[src/rtl/disp_pkg.sv]
// Shared constants and helpers for the multiplexed 7-segment display scanner.
package disp_pkg;

  localparam int         MAX_DIGITS = 8;
  localparam logic [7:0] DIGIT_OFF  = 8'hFF;
  localparam logic [6:0] SEG_OFF    = 7'h7F;

  // Active-low strobe pattern selecting a single digit of the 8-digit board display
  function automatic logic [7:0] onehot_low(input logic [2:0] index);
    return ~(8'b0000_0001 << index);
  endfunction

endpackage

[src/rtl/hex2seg.sv]
// Hex nibble to active-low 7-segment pattern, bit order {g,f,e,d,c,b,a}.
module hex2seg (
  input  logic [3:0] number,
  output logic [6:0] pattern
);

  // Pure lookup from nibble to segment pattern
  always_comb begin
    pattern = 7'h7F;
    case (number)
      4'h0: pattern = 7'h40;
      4'h1: pattern = 7'h79;
      4'h2: pattern = 7'h24;
      4'h3: pattern = 7'h30;
      4'h4: pattern = 7'h19;
      4'h5: pattern = 7'h12;
      4'h6: pattern = 7'h02;
      4'h7: pattern = 7'h78;
      4'h8: pattern = 7'h00;
      4'h9: pattern = 7'h10;
      4'hA: pattern = 7'h08;
      4'hB: pattern = 7'h03;
      4'hC: pattern = 7'h46;
      4'hD: pattern = 7'h21;
      4'hE: pattern = 7'h06;
      4'hF: pattern = 7'h0E;
      default: pattern = 7'h7F;
    endcase
  end

endmodule

[src/rtl/disp_scan_n.sv]
// Time-multiplexed scanner for up to 8 common-anode 7-segment digits with
// per-digit decimal points, 16-level PWM brightness, a dark anti-ghost phase
// at the start of each slot and frame-coherent capture of the displayed value.
// Optional leading-zero blanking is enabled by defining DISP_LZB_EN.
module disp_scan_n
  import disp_pkg::*;
#(
  parameter int NUM_DIGITS = 4,
  parameter int TICK_LOG2  = 10
) (
  input  logic                    clock5,
  input  logic                    reset,
  input  logic [4*NUM_DIGITS-1:0] dispVal,
  input  logic [NUM_DIGITS-1:0]   dp,
  input  logic [3:0]              brightness,
  output logic [7:0]              digit,
  output logic [7:0]              segment,
  output logic                    frame_start
);

  localparam logic [TICK_LOG2-1:0] PRESCALE_ONE = 1;
  localparam logic [2:0]           LAST_INDEX   = 3'(NUM_DIGITS - 1);

  logic [TICK_LOG2-1:0]    prescaler;
  logic [2:0]              index;
  logic [4*MAX_DIGITS-1:0] cap_val;
  logic [MAX_DIGITS-1:0]   cap_dp;
  logic [4*MAX_DIGITS-1:0] val_ext;
  logic [MAX_DIGITS-1:0]   dp_ext;
  logic                    tick;
  logic                    wrap;
  logic [3:0]              phase;
  logic                    strobe_on;
  logic [3:0]              nibble;
  logic [6:0]              hex_pat;
  logic                    blank;
  logic [7:0]              digit_next;
  logic [7:0]              segment_next;

  assign tick      = &prescaler;
  assign wrap      = tick && (index == LAST_INDEX);
  assign phase     = prescaler[TICK_LOG2-1 -: 4];
  assign strobe_on = (phase != 4'd0) && (phase <= brightness);
  assign nibble    = cap_val[{index, 2'b00} +: 4];

  // Zero-extend the inputs to the full 8-digit width so digit indexing needs no width games
  always_comb begin
    val_ext = '0;
    val_ext[4*NUM_DIGITS-1:0] = dispVal;
    dp_ext = '0;
    dp_ext[NUM_DIGITS-1:0] = dp;
  end

  // Free-running slot prescaler; its all-ones value is the slot tick
  always_ff @(posedge clock5 or negedge reset) begin
    if (!reset) prescaler <= '0;
    else        prescaler <= prescaler + PRESCALE_ONE;
  end

  // Digit index steps once per tick and wraps after the last used digit
  always_ff @(posedge clock5 or negedge reset) begin
    if (!reset)    index <= 3'd0;
    else if (tick) index <= wrap ? 3'd0 : index + 3'd1;
  end

  // Latch a whole frame's worth of digits at the wrap so a frame never tears
  always_ff @(posedge clock5 or negedge reset) begin
    if (!reset) begin
      cap_val <= '0;
      cap_dp  <= '0;
    end else if (wrap) begin
      cap_val <= val_ext;
      cap_dp  <= dp_ext;
    end
  end

  hex2seg u_hex2seg (
    .number  (nibble),
    .pattern (hex_pat)
  );

`ifdef DISP_LZB_EN
  logic [MAX_DIGITS-1:0] zero_from;

  // zero_from[k] is set when digit k and every digit above it are zero
  always_comb begin
    logic run;
    run = 1'b1;
    zero_from = '0;
    for (int k = MAX_DIGITS - 1; k >= 0; k--) begin
      run = run && (cap_val[4*k +: 4] == 4'h0);
      zero_from[k] = run;
    end
  end

  assign blank = (index != 3'd0) && zero_from[index];
`else
  assign blank = 1'b0;
`endif

  // PWM compare and segment selection; everything dark outside the on-window
  always_comb begin
    digit_next   = DIGIT_OFF;
    segment_next = {SEG_OFF, 1'b1};
    if (strobe_on) begin
      digit_next   = onehot_low(index);
      segment_next = {(blank ? SEG_OFF : hex_pat), ~cap_dp[index]};
    end
  end

  // Register the pin drive so outputs are glitch-free and lag the scan state by one cycle
  always_ff @(posedge clock5 or negedge reset) begin
    if (!reset) begin
      digit       <= DIGIT_OFF;
      segment     <= 8'hFF;
      frame_start <= 1'b0;
    end else begin
      digit       <= digit_next;
      segment     <= segment_next;
      frame_start <= wrap;
    end
  end

endmodule

[config.mk]
export PLATFORM = sky130hd
export DESIGN_NAME = disp_scan_n
export DESIGN_NICKNAME = d
export VERILOG_FILES = /design/src/rtl/disp_pkg.sv /design/src/rtl/hex2seg.sv /design/src/rtl/disp_scan_n.sv
export SDC_FILE = /design/constraint.sdc
export NUM_CORES = 1
export LEC_CHECK = 0
export CORE_MARGIN = 2
export CORE_UTILIZATION = 29
export DETAILED_ROUTE_END_ITERATION = 7
export HOLD_SLACK_MARGIN = 0.03
export PLACE_DENSITY = 0.61
export SETUP_SLACK_MARGIN = 0.02
export SKIP_CTS_REPAIR_TIMING = 1
export SYNTH_ARGS = -nofsm -noshare
export SYNTH_HDL_FRONTEND = slang
export SYNTH_SLANG_ARGS = --single-unit
[constraint.sdc]
create_clock -name clock5 -period 3.1 [get_ports clock5]
set_clock_uncertainty 0.15 [all_clocks]
set_input_delay 0.62 -clock clock5 [delete_from_list [all_inputs] [get_ports clock5]]
set_output_delay 0.62 -clock clock5 [all_outputs]
set_load 0.1 [all_outputs]
==> metrics.csv <==
metric,value,unit
crit path kind,reg -> reg,
final HPWL from detailed placement,3.16,mm
hold crit path type,in -> async,
synthesized area,2370,µm²
combinational power share,0.085,
Startpoint Class,register,
Clock power frac,0.316,
ys async rst share,1.00,
Final Setup Violations,0,
Initial Util,0.302,
sequential area share after synthesis,0.536,
H-tree Lvls,2,
final wirelength,4.21,mm
DRC,0,
Slew Limit Fails,0,
min Tclk post-route,2550,ps
Overflow after GRT,0,
Syn-to-layout area delta,23.2,%
crit-path cells,mux4_2 -> nand2_1 -> inv_1 -> ha_1 -> mux2_1 -> a32oi_1 -> nand3_1,
die area,8920,µm²
Post-synth EDFFs,0,
Max-Cap Viols,0,
Root Buffer,clkbuf_8,
f_max,393,MHz
final cycle utilization of the critical path,0.822,
CTS tree,built,
status,finished clean,
largest net degree at the start of global routing,36,
Worst R2R End,segment[4],
power per cell area,384,nW/µm²
ranking of synthesized cells by area,"dfrtp_1 (36%), dfstp_2 (18%), mux2_2 (7.6%)",
Tightest Pin Transition,780,ps
Synth area leader,dfrtp_1,
Worst slew margin,0.480,
Post-DRT Antenna Nets,0,
share of layout cells above drive strength 1,0.279,
switching share of total power,0.219,
"Hold Vio Cnt, Final",0,
router iterations before antenna repair,4,
GP Congestion,0.859,
Die Ht,94.5,µm
unrepaired setup endpoints after global routing,no,
"commonest non-fill, non-tap cell in the layout",dfrtp_1,
Synth top area share,0.358,
"FF+latch count, synth",50,
synth unique cells,36,
Max stage delay on crit path,600,ps
area of the core,7850,µm²
Flop pwr share,0.599,
crit path to,segment[4],
CTS buffer count,5,
Main synth FF type,dfrtp_1,
worst r2r path cells,7,
final core area utilization,0.373,
"Clk Latency, worst-skew pair",300,ps
Worst R2R Start,index[0],
CP arrival,2600,ps
"Req. time, crit path",3160,ps
Min Hold Slack,237,ps
Internal Power,877,µW
Port Buffer Count,42,
diode count,0,
"commonest cells after routing, fill and taps aside","dfrtp_1 (34), clkdlybuf4s50_1 (24), buf_4 (19), mux2_2 (16), dfstp_2 (16)",
vias in the first global route,1555,
Synth Net Count,229,
Setup crit start,index[0],
Vias/cell,4.62,
Clock Tree Buf Depth,2,
fillers,786,
Net Switching,246,µW
Synth Warn #,0,
mean cell area of the mapped netlist,12.6,µm²
nets@finish,272,
# IOs,43,
DR vias,1547,
clock-pin slew on the worst setup and hold paths,80,ps
CP max-delay cell,mux4_2,
antenna violations before repair,0,
first-pass GRT wire length,7.35,mm
total power,1.12,mW
gr usage total,0.106,
routed wire length per instance,12.6,µm
Site Rows,32,
Pleak,1.23,nW
Max Fanout on Critical Path,9,
Die Span X,94.5,µm
Post-Syn Instances,189,
# clock sinks,50,
Reg2Reg Setup Slack,550,ps
drt initial violations,55,
worst vdd ir,184,µV
CP endpoint kind,register,
Fin Setup TNS,0,ps
==> layer usage <==
metal | vias up | global-route usage | routed length, µm
li1 | 755 | - | -
met1 | 735 | 0.148 | 2100
met2 | 50 | 0.157 | 1780
met3 | 7 | 0.0255 | 242
met4 | 0 | 0.0471 | 86
met5 | - | 0 | 0
==> stage by stage <==
stage | instances | area, µm² | setup slack [ps]
after CTS | 335 | 2920 | 541
after floorplan | 189 | 2370 | 876
after global routing | 335 | 2920 | 384
after global placement | 327 | 2840 | 637
after detailed placement | 327 | 2840 | 594
final | 335 | 2920 | 553
==> sequential cells by signal (all words and copies together) (netlist names) <==
register     flops
cap_dp           4
index            3
frame_start      1
prescaler       10
digit            8
cap_val         16
segment          8
==> power groups by stage <==
stage	clock, mW	sequential (mW)	combinational (mW)
global route	0.407	0.675	0.107
CTS	0.377	0.673	0.0967
floorplan	0	0.682	0.0441
detailed placement	0	0.685	0.0956
global placement	0	0.685	0.0961
finish	0.355	0.673	0.0950
==> how the worst min path moves through the flow <==
stage	slack, ps	from	end
5_1_grt	300	reset	cap_dp[3]
3_3_place_gp	320	prescaler[4]	prescaler[4]
3_5_place_dp	330	cap_val[3]	cap_val[3]
2_1_floorplan	170	reset	cap_dp[0]
6_report	240	reset	prescaler[7]
4_1_cts	270	reset	cap_val[3]
==> synth_stat cells, types with 6 or more instances <==
master	n
dfrtp_1	34
dfstp_2	16
ha_1	14
inv_1	11
mux2_1	6
mux2_2	16
nand2_1	15
nand3_1	14
xnor2_1	6
==> kinds of logic after synthesis <==
family	count (synthesis)	synth area share
buf+inv	19	0.0374
flops	50	0.536
mux	28	0.160
fa+ha+maj	14	0.0738
xor+xnor	8	0.0295
compound gates	17	0.0506
simple gates	53	0.113
==> area by class of cell <==
class / instances / area [µm²] / share of cell area
repair buffers: 44 / 388 / 0.133
well taps: 102 / 128 / 0.0436
clock buffers: 6 / 72.6 / 0.0248
inverters: 11 / 41.3 / 0.0141
flip-flops and latches: 50 / 1270 / 0.435
multi-input cells: 120 / 1010 / 0.347
clock inverters: 2 / 10.0 / 0.00342
==> critical path: cells and delay by family (launching register included) <==
| kind | cells | cell delay [ps] |
|---|---|---|
| adder cells (fa/ha/maj) | 1 | 240 |
| AO/OA/AOI/OAI | 1 | 190 |
| buffers and inverters | 1 | 90 |
| multiplexers | 2 | 910 |
| flip-flops | 1 | 590 |
| AND/OR/NAND/NOR | 2 | 280 |
No activity file was read; power rests on OpenSTA's default activity.
